`src/rtl/dp_acc_pkg.sv`:
```
// dp_acc_pkg: shared types, widths and helpers for the dot-product accumulator
package dp_acc_pkg;
  typedef enum logic [1:0] {ACCUM, DRAIN, DONE} state_t;
  localparam int OPW = 4;
  localparam int PRODW = 8;
  function automatic int cnt_w(input int n);
    return $clog2(n + 1);
  endfunction
endpackage

```
`src/rtl/dp_acc_if.sv`:
```
// dp_acc_if: operand-in and result-out valid/ready ports of the accumulator
interface dp_acc_if import dp_acc_pkg::*; #(parameter int ACC_W = 11);
  logic in_valid;
  logic in_ready;
  logic [OPW-1:0] in_x;
  logic [OPW-1:0] in_y;
  logic out_valid;
  logic out_ready;
  logic [ACC_W-1:0] out_sum;
  logic out_ovf;
  modport master(output in_valid, in_x, in_y, out_ready, input in_ready, out_valid, out_sum, out_ovf);
  modport slave(input in_valid, in_x, in_y, out_ready, output in_ready, out_valid, out_sum, out_ovf);
endinterface

```
`src/rtl/parallel_multiplier.sv`:
```
// parallel_multiplier: 4x4 unsigned combinational array multiplier
module parallel_multiplier import dp_acc_pkg::*; (
  input  logic [OPW-1:0]   a,
  input  logic [OPW-1:0]   b,
  output logic [PRODW-1:0] p
);
  // sum of AND-gated partial-product rows, each shifted by its multiplier bit
  always_comb begin
    p = '0;
    for (int i = 0; i < OPW; i++) p = p + (PRODW'({OPW{b[i]}} & a) << i);
  end
endmodule

```
`src/rtl/dot_product_accumulator.sv`:
```
// dot_product_accumulator: accumulates N_TERMS operand products into one handshaked result
module dot_product_accumulator import dp_acc_pkg::*; #(
  parameter int N_TERMS = 8,
  parameter int ACC_W = 11
) (
  input logic clk,
  input logic rst_n,
  dp_acc_if.slave bus
);
  localparam int CW = cnt_w(N_TERMS);
  state_t state;
  logic [CW-1:0] cnt;
  logic [ACC_W-1:0] acc;
  logic ovf;
  logic [PRODW-1:0] prod;
  logic [PRODW-1:0] prod_q;
  logic prod_v;
  logic accept;
  logic [ACC_W:0] sum;
  logic out_valid;
  logic [ACC_W-1:0] out_sum;
  logic out_ovf;
  parallel_multiplier u_mul (.a(bus.in_x), .b(bus.in_y), .p(prod));
  assign bus.in_ready = (state == ACCUM) && (cnt < CW'(N_TERMS));
  assign accept = bus.in_valid && bus.in_ready;
  assign sum = {1'b0, acc} + (ACC_W + 1)'(prod_q);
  assign bus.out_valid = out_valid;
  assign bus.out_sum = out_sum;
  assign bus.out_ovf = out_ovf;
  // product register, running accumulator and frame FSM; DRAIN folds in the last product
  always_ff @(posedge clk or negedge rst_n) begin
    if (!rst_n) begin
      state <= ACCUM;
      cnt <= '0;
      acc <= '0;
      ovf <= 1'b0;
      prod_q <= '0;
      prod_v <= 1'b0;
      out_valid <= 1'b0;
      out_sum <= '0;
      out_ovf <= 1'b0;
    end else begin
      prod_v <= accept;
      if (accept) begin
        prod_q <= prod;
        cnt <= cnt + CW'(1);
      end
      if (prod_v) begin
        acc <= sum[ACC_W-1:0];
        ovf <= ovf | sum[ACC_W];
      end
      case (state)
        ACCUM: if (accept && cnt == CW'(N_TERMS - 1)) state <= DRAIN;
        DRAIN: begin
          out_sum <= sum[ACC_W-1:0];
          out_ovf <= ovf | sum[ACC_W];
          out_valid <= 1'b1;
          state <= DONE;
        end
        DONE: if (bus.out_ready) begin
          out_valid <= 1'b0;
          acc <= '0;
          ovf <= 1'b0;
          cnt <= '0;
          state <= ACCUM;
        end
        default: state <= ACCUM;
      endcase
    end
  end
endmodule

```
`src/flat_wrapper.sv`:
```
// flat-port wrapper written by rule: the top's interface ports become plain ports
module dot_product_accumulator_flat import dp_acc_pkg::*;
#(
  parameter int N_TERMS = 8,
  parameter int ACC_W = 11
)
  (clk, rst_n, bus_in_valid, bus_in_x, bus_in_y, bus_out_ready, bus_in_ready, bus_out_valid, bus_out_sum, bus_out_ovf);
  dp_acc_if #(.ACC_W(ACC_W)) bus_i ();
  input logic clk;
  input logic rst_n;
  input wire logic [$bits(bus_i.in_valid)-1:0] bus_in_valid;
  input wire logic [$bits(bus_i.in_x)-1:0] bus_in_x;
  input wire logic [$bits(bus_i.in_y)-1:0] bus_in_y;
  input wire logic [$bits(bus_i.out_ready)-1:0] bus_out_ready;
  output wire logic [$bits(bus_i.in_ready)-1:0] bus_in_ready;
  output wire logic [$bits(bus_i.out_valid)-1:0] bus_out_valid;
  output wire logic [$bits(bus_i.out_sum)-1:0] bus_out_sum;
  output wire logic [$bits(bus_i.out_ovf)-1:0] bus_out_ovf;
  assign bus_i.in_valid = bus_in_valid;
  assign bus_i.in_x = bus_in_x;
  assign bus_i.in_y = bus_in_y;
  assign bus_i.out_ready = bus_out_ready;
  assign bus_in_ready = bus_i.in_ready;
  assign bus_out_valid = bus_i.out_valid;
  assign bus_out_sum = bus_i.out_sum;
  assign bus_out_ovf = bus_i.out_ovf;
  dot_product_accumulator #(.N_TERMS(N_TERMS), .ACC_W(ACC_W)) u_core (.clk(clk), .rst_n(rst_n), .bus(bus_i));
endmodule
```
`config.mk`:
```
export PLATFORM = sky130hd
export DESIGN_NAME = dot_product_accumulator_flat
export DESIGN_NICKNAME = d
export VERILOG_FILES = /design/src/rtl/dp_acc_pkg.sv /design/src/rtl/dp_acc_if.sv /design/src/rtl/parallel_multiplier.sv /design/src/rtl/dot_product_accumulator.sv /design/src/flat_wrapper.sv
export SDC_FILE = /design/constraint.sdc
export NUM_CORES = 1
export LEC_CHECK = 0
export CAP_MARGIN = 20
export CORE_UTILIZATION = 60
export DETAILED_ROUTE_END_ITERATION = 8
export PLACE_DENSITY_LB_ADDON = 0.1
export SYNTH_ARGS = -nofsm -noshare
export SYNTH_HDL_FRONTEND = slang
export SYNTH_HIERARCHICAL = 1
export SYNTH_SLANG_ARGS = --single-unit
```
`constraint.sdc`:
```
create_clock -name clk -period 6.2 [get_ports clk]
set_input_delay 0.62 -clock clk [delete_from_list [all_inputs] [get_ports clk]]
set_output_delay 0.62 -clock clk [all_outputs]
set_load 0.02 [all_outputs]
```
==> results of run 1 <==
==> worst max-delay path: stages <==
cell,delay (ns)
clkdlybuf4s50_1,0.52
and2_1,0.14
ha_1,0.18
inv_1,0.06
fa_1,0.40
xnor2_1,0.26
fa_1,0.46
ha_1,0.23
inv_1,0.07
fa_1,0.21
nor2b_1,0.06
o21ai_0,0.14
nand2b_1,0.09
mux2_2,0.27
==> cell families (layout without fill, tap and decap cells) <==
group	count (synthesis)	count (layout)	synth area share (%)
flops	40	40	41.9
buf+inv	23	49	3.88
mux	17	17	7.75
compound gates	43	43	11.9
xor+xnor	16	16	5.87
fa+ha+maj	23	23	13.9
simple gates	73	73	14.7
==> metrics by stage <==
stage,util (%),instances,cell area [µm²]
finish,73.6,309,2750
global route,73.6,309,2750
CTS,73.6,309,2750
detailed placement,71.4,302,2670
global placement,71.1,301,2660
floorplan,-,235,2390
==> synth_stat cells, types with 3 or more instances <==
cell      count  area (µm²)
clkbuf_1      4        15.0
fa_1          6         120
a21o_1        3        22.5
and2_1       12        75.1
o21ai_1       5        25.0
xor2_1       10        87.6
mux2_2       12         135
o21ai_0      11        55.1
nor2_1       19        71.3
ha_1         17         213
xnor2_1       6        52.6
mux2i_1       5        50.1
inv_1        16        60.1
nand2_1      22        82.6
a21oi_1       7        35.0
dfrtp_1      40        1000
nand3_1       3        15.0
nor2b_1       3        18.8
nand2b_1      5        31.3
==> power by group through the flow <==
stage               clock network, mW  registers [mW]  logic, mW
detailed placement                  0           0.468      0.748
CTS                             0.171           0.465      0.751
finish                          0.167           0.465      0.749
floorplan                           0           0.488      0.524
global route                    0.181           0.479      0.835
global placement                    0           0.466      0.729
==> registers in the layout, summed over array words and instances (netlist names) <==
name,flops
u_core/acc,11
u_core/bus.out_valid,1
u_core/bus.out_sum,11
u_core/cnt,4
u_core/prod_v,1
u_core/state,2
u_core/bus.out_ovf,1
u_core/prod_q,8
u_core/ovf,1
==> worst max-delay path by stage <==
| stage | start | end | cells past startpoint |
|---|---|---|---|
| floorplan | bus_in_x[1] | u_core/prod_q[7] | 13 |
| global placement | bus_in_x[1] | u_core/prod_q[7] | 14 |
| detailed placement | bus_in_y[0] | u_core/prod_q[7] | 14 |
| CTS | bus_in_y[0] | u_core/prod_q[7] | 14 |
| global route | bus_in_y[1] | u_core/prod_q[7] | 14 |
| finish | bus_in_y[0] | u_core/prod_q[7] | 14 |
==> routing by layer <==
metal  global-route usage, %  wire (µm)  share of wire (%)  vias up
li1                        -          -                  -      849
met1                    26.4       1910                 46      785
met4                    8.97         70                1.7        0
met5                       0          0                  0        -
met3                    5.73        127                3.0        8
met2                    42.4       2070                 49       26
==> final cells by class <==
| type | count | share of cell area (%) |
|---|---|---|
| timing repair buffer | 26 | 9.31 |
| inverter | 16 | 2.18 |
| clock inverter | 2 | 0.454 |
| multi-input combinational | 172 | 47.0 |
| sequential | 40 | 36.3 |
| tap | 48 | 2.18 |
| clock buffer | 5 | 2.50 |
==> run summary, run 1 <==
• completed — outcome
• 2 — maximum buffer depth of the clock tree
• 13.5 µm — routed length per placed instance
• input pin — Worst setup SP type
• input pin to flip-flop — critical setup path kind
• 22 — standard-cell rows
• 65.1 µm — overall die height
• 100% — Synth async-reset ratio
• 1290 µm² — multi-input gate area in the final layout
• 57.0% — final critical-path share of the clock period
• 43.7% — worst relative slew slack
• 37 — count of routing violations after the opening detailed-route iteration
• 1.38 mW — Power, Total
• 1.29 nW — Lkg Pwr
• 0 — antenna diode instance count
• input pin to async pin — kind of path behind the tightest hold check
• 41 — largest net degree at the start of global routing
• 25 — Port Buffers
• 26 — I/O pins
• 4.01 ns — Worst R2R Setup Slack
• 8 — reg2reg path depth
• 0.857 — weighted congestion reported at the end of routability-driven placement
• 63.8% — effective utilization at floorplan
• 0.263 mV — maximum VDD drop
• 1712 — via count of the first global-routing pass
• 0.00812 ns — clk_skew
• dfrtp_1 — ys flop type
• 54.3% — combinational cell fraction of total power
• 9.96% — layout cells sized above 1
• 4240 µm² — total die area
• 0 — DRC Markers
• 0 ns — Total Neg Setup Slack
• 296 — Final #Nets
• 0 — cts hold-fix bufs
• 40 x dfrtp_1, 24 x clkdlybuf4s50_1, 22 x nand2_1 — highest-count cells in the layout ignoring fill and taps
• 0.579 mW — switching power of the nets
• 0.07 ns — clock slew at the register clock pins of the worst setup and hold paths
• 298 — number of fill cells
• 1000 µm² — combined flip-flop and latch cell area
• 0 — antenna violations before repair
• false — RSZ-0062 raised after global routing
• 0.30 ns — clock latency on the worst-skew pair
• 42 — Synth cell types
• 65.1 µm — overall die width
• 4180 µm — Routed Wire Length
• u_core/acc[0] — launching point of the worst reg2reg path
• 0 — post-CTS resize count
• 2.37 ns — Post-Place Worst Slack
• 12.1% — relative contribution of the clock network to total power
• clkbuf_8 — clk root buf
• 2390 µm² — post-synthesis instance area
• 40 — clock sinks
• 0 — final hold violations
• 0 — Max Transition Viols Final
• 4 — worst-path maximum fanout
• done — clock tree from TritonCTS
• u_core/acc[10] — Reg2Reg Capture Point
• 3180 µm — placed wire-length estimate
• 41.9% — sequential area share after synthesis
• 10.2 µm² — mean area per synthesized cell
• 42.0% — Net Sw Frac
• 270 — net count of the mapped netlist
• 2 — count of H-tree levels built during CTS
• 0 — Setup Fix Bufs, Post-CTS
• 0 — global route overflow
• 4 — first-pass iteration count of the detailed router
• 0.801 mW — Internal Pwr Total
• 0.429 ns — worst slack on hold paths
• 2.67 ns — worst setup margin
• 5.40 — vias per inst
• 6 — number of synthesis warnings
• 7420 µm — wire length of the first global-routing pass
• 0.845 ns — worst-margin pin slew
• 235 — Syn Inst Count
• 3.71 ns — Worst EP arrival
• 1668 — vias
• 0 — number of violations of the max-capacitance limit
• 0 — number of antenna-violating nets in the routed design
• 40 — number of register bits inferred by synthesis
• 0 — endpoints failing setup
• 23.4% — total routing usage reported by global routing
• 6.38 ns — required time reported for the critical path endpoint
• 3740 µm² — Floorplan Core Area
• 5 — clock buffer count from CTS
• flip-flop — Worst Setup End Kind
• 501 nW/µm² — power per unit of standard cell area
• 15.3% — relative area change from synthesis to final layout
• 283 MHz — fmax
• 33.7% — Reg power frac
• 3.53 ns — Period minus WS final
• 0 — EDFF count, synth
• dfrtp_1 — most frequent standard cell in the layout excluding fill and tap cells
Note: power is estimated with default switching activity, not from simulation.
==> run 2, diff against run 1 <==
- CORE_UTILIZATION: 60 -> 51
- clock period: 6.2 -> 2.85 ns (I/O delays scaled with it)
==> run 2 against run 1 <==
Against the previous run: register-to-register slack worse by 3.4 ns; utilization is 8.0 points lower; clock power is 140% higher; sequential power grew 120%; design area rose by 5.1%; critical path depth fell by 2; largest power group unchanged; highest routed layer unchanged; worst setup slack worse by 2.6 ns; sequential share of layout area is 1.8 points lower; die area up 17%.
==> run summary, run 2 (synthesized netlist as in run 1, its figures left out) <==
• 54 — count of routing violations after the opening detailed-route iteration, was 37
• 3.07 mW — Power, Total, was 1.38 mW
• 0 — number of antenna-violating nets in the routed design, unchanged
• 0 — number of violations of the max-capacitance limit, unchanged
• 0 — antenna diode instance count, unchanged
• 324 — final cell count without fillers, was 309
• 41 — largest net degree at the start of global routing, unchanged
• 54.2% — combinational cell fraction of total power, was 54.3%
• 0.07 ns — clock slew at the register clock pins of the worst setup and hold paths, about the same
• done — clock tree from TritonCTS, unchanged
• 41.7% — worst relative slew slack, was 43.7%
• 4 — worst-path maximum fanout, unchanged
• 0.114 ns — worst slack on hold paths, was 0.429 ns
• 32.9% — Reg power frac, was 33.7%
• 4290 µm — Routed Wire Length, was 4180 µm
• 1696 — vias, was 1668
• dfrtp_1 — most frequent standard cell in the layout excluding fill and tap cells, unchanged
• 2 — maximum buffer depth of the clock tree, unchanged
• 0.842 — weighted congestion reported at the end of routability-driven placement, was 0.857
• u_core/acc[10] — Reg2Reg Capture Point, unchanged
• 307 — Final #Nets, was 296
• completed — outcome, unchanged
• 40 — clock sinks, unchanged
• 40 x dfrtp_1, 22 x nand2_1, 19 x clkdlybuf4s50_1, 19 x nor2_1, 16 x inv_1 — highest-count cells in the layout ignoring fill and taps, was 40 x dfrtp_1, 24 x clkdlybuf4s50_1, 22 x nand2_1
• 19.1% — total routing usage reported by global routing, was 23.4%
• 41.0% — Net Sw Frac, was 42.0%
• u_core/acc x11, u_core/bus.out_sum x11, u_core/prod_q x8 — biggest regs, unchanged
• flip-flop — Worst Setup End Kind, unchanged
• 316 — count of placed standard cells including taps, was 302
• inv_1 — library cell appearing most often on the critical path, was fa_1
• 3.02 ns — required time reported for the critical path endpoint, was 6.38 ns
• -0.555 ns — Post-Place Worst Slack, was 2.37 ns
• 12.9% — relative contribution of the clock network to total power, was 12.1%
• 1.81 mW — Internal Pwr Total, was 0.801 mW
• 26 — I/O pins, unchanged
• false — RSZ-0062 raised after global routing, unchanged
• input pin to flip-flop — critical setup path kind, unchanged
• 70.4 µm — overall die height, was 65.1 µm
• 2 — count of H-tree levels built during CTS, unchanged
• 0 — antenna violations before repair, unchanged
• 5.23 — vias per inst, was 5.40
• 0.108 ns — worst setup margin, was 2.67 ns
• 25 — Port Buffers, unchanged
• 54.1% — effective utilization at floorplan, was 63.8%
• 1060 nW/µm² — power per unit of standard cell area, was 501 nW/µm²
• 1.26 mW — switching power of the nets, was 0.579 mW
• 8 — reg2reg path depth, unchanged
• 4960 µm² — total die area, was 4240 µm²
• 16.9% — layout cells sized above 1, was 9.96%
• 4 — number of buffer and inverter instances along the worst setup path, was 3
• 21.2% — relative area change from synthesis to final layout, was 15.3%
• 0 — final hold violations, unchanged
• 96.2% — final critical-path share of the clock period
• 0.00301 ns — clk_skew, was 0.00812 ns
• 4410 µm² — Floorplan Core Area, was 3740 µm²
• input pin to async pin — kind of path behind the tightest hold check, unchanged
• u_core/prod_q[0] — launching point of the worst reg2reg path, was u_core/acc[0]
• dlygate4sd2_1 -> and2_1 -> ha_2 -> inv_1 -> fa_2 -> xnor2_2 -> fa_1 -> ha_2 -> inv_1 -> fa_2 -> inv_1 -> mux2_2 — chain of cells forming the critical path, was clkdlybuf4s50_1 -> and2_1 -> ha_1 -> inv_1 -> fa_1 -> xnor2_1 -> fa_1 -> ha_1 -> inv_1 -> fa_1 -> nor2b_1 -> o21ai_0 -> nand2b_1 -> mux2_2
• 0 — endpoints failing setup, unchanged
• clkbuf_8 — clk root buf, unchanged
• 0.874 ns — worst-margin pin slew, was 0.845 ns
• 7580 µm — wire length of the first global-routing pass, was 7420 µm
• 0 — Max Transition Viols Final, unchanged
• 2.74 ns — Period minus WS final
• 70.4 µm — overall die width, was 65.1 µm
• 0.28 ns — clock latency on the worst-skew pair, was 0.30 ns
• 4 — first-pass iteration count of the detailed router, unchanged
• 1.36 nW — Lkg Pwr, was 1.29 nW
• met2 — global-route layer with the greatest usage, unchanged
• 0.51 ns — Max stage delay on crit path, was 0.52 ns
• 1728 — via count of the first global-routing pass, was 1712
• 1340 µm² — multi-input gate area in the final layout, was 1290 µm²
• 3.75% — met3 Resource Use GR, was 5.73%
• 13.2 µm — routed length per placed instance, was 13.5 µm
• 5 — clock buffer count from CTS, unchanged
• 2.91 ns — Worst EP arrival, was 3.71 ns
• 25.6% — met1 Usage GRT, was 26.4%
• 24 — standard-cell rows, was 22
• 1000 µm² — combined flip-flop and latch cell area, unchanged
• 365 MHz — fmax
• 3140 µm — placed wire-length estimate, was 3180 µm
• input pin — Worst setup SP type, unchanged
• 379 — number of fill cells, was 298
• 31.4% — routing usage on met2, was 42.4%
• 0 — DRC Markers, unchanged
• 0.807 mV — maximum VDD drop, was 0.263 mV
• 0 — global route overflow, unchanged
• 0.64 ns — Worst R2R Setup Slack, was 4.01 ns
• fa_2 — slowest stage cell, crit path, was clkdlybuf4s50_1
• adder cells — Largest delay share family, worst path, unchanged
run 2: worst max path at each step:
stage	depth (start not counted)	start	slack, ns	end
floorplan	13	bus_in_x[1]	0.13	u_core/prod_q[7]
global placement	12	bus_in_y[0]	-0.51	u_core/prod_q[5]
detailed placement	12	bus_in_y[1]	-0.55	u_core/prod_q[5]
CTS	12	bus_in_y[1]	0.09	u_core/prod_q[4]
global route	12	bus_in_x[3]	0.009	u_core/prod_q[6]
finish	12	bus_in_y[1]	0.11	u_core/prod_q[4]
run 2: power by group through the flow:
| stage | registers (mW) | logic [mW] | clock network, mW |
|---|---|---|---|
| 3_3_place_gp | 1.02 | 1.61 | 0 |
| 4_1_cts | 1.01 | 1.68 | 0.409 |
| 2_1_floorplan | 1.06 | 1.14 | 0 |
| 5_1_grt | 1.04 | 1.88 | 0.428 |
| 6_report | 1.01 | 1.67 | 0.397 |
| 3_5_place_dp | 1.02 | 1.64 | 0 |
run 2: worst reg2reg max path: stages, from the launching register on:
cell and delay [ns]:
dfrtp_1 0.35, ha_1 0.17, inv_1 0.05, fa_1 0.40, nand2b_1 0.20, a211oi_2 0.32
o21ai_2 0.13, or3_1 0.37, a21oi_1 0.14
run 2: routing by layer:
metal | share of wire, % | wire [µm] | vias up
met5 | 0 | 0 | -
li1 | - | - | 866
met4 | 1.0 | 44 | 0
met3 | 2.7 | 116 | 6
met2 | 46 | 1990 | 24
met1 | 50 | 2140 | 800
run 2: area by class of cell:
| cell class | count | share of cell area, % |
|---|---|---|
| timing repair buffer | 37 | 11.4 |
| sequential | 40 | 34.6 |
| inverter | 16 | 2.08 |
| multi-input combinational | 172 | 46.4 |
| tap | 52 | 2.25 |
| clock buffer | 7 | 3.33 |
run 2: metrics by stage:
step,utilization (%),TNS (ns),area [µm²]
after detailed placement,62.3,-2.22,2750
after CTS,65.4,0,2890
final,65.6,0,2890
after global routing,65.6,0,2890
after floorplan,-,0,2390
after global placement,62.3,-1.98,2750
run 2: what timing repair did:
action | 4_1_cts | 5_1_grt
endpoints found under the setup margin | 4 | 3
pin swaps | 12 | 2
resized for setup | 12 | 2
hold buffers | 0 | 0
setup buffers | 1 | 0
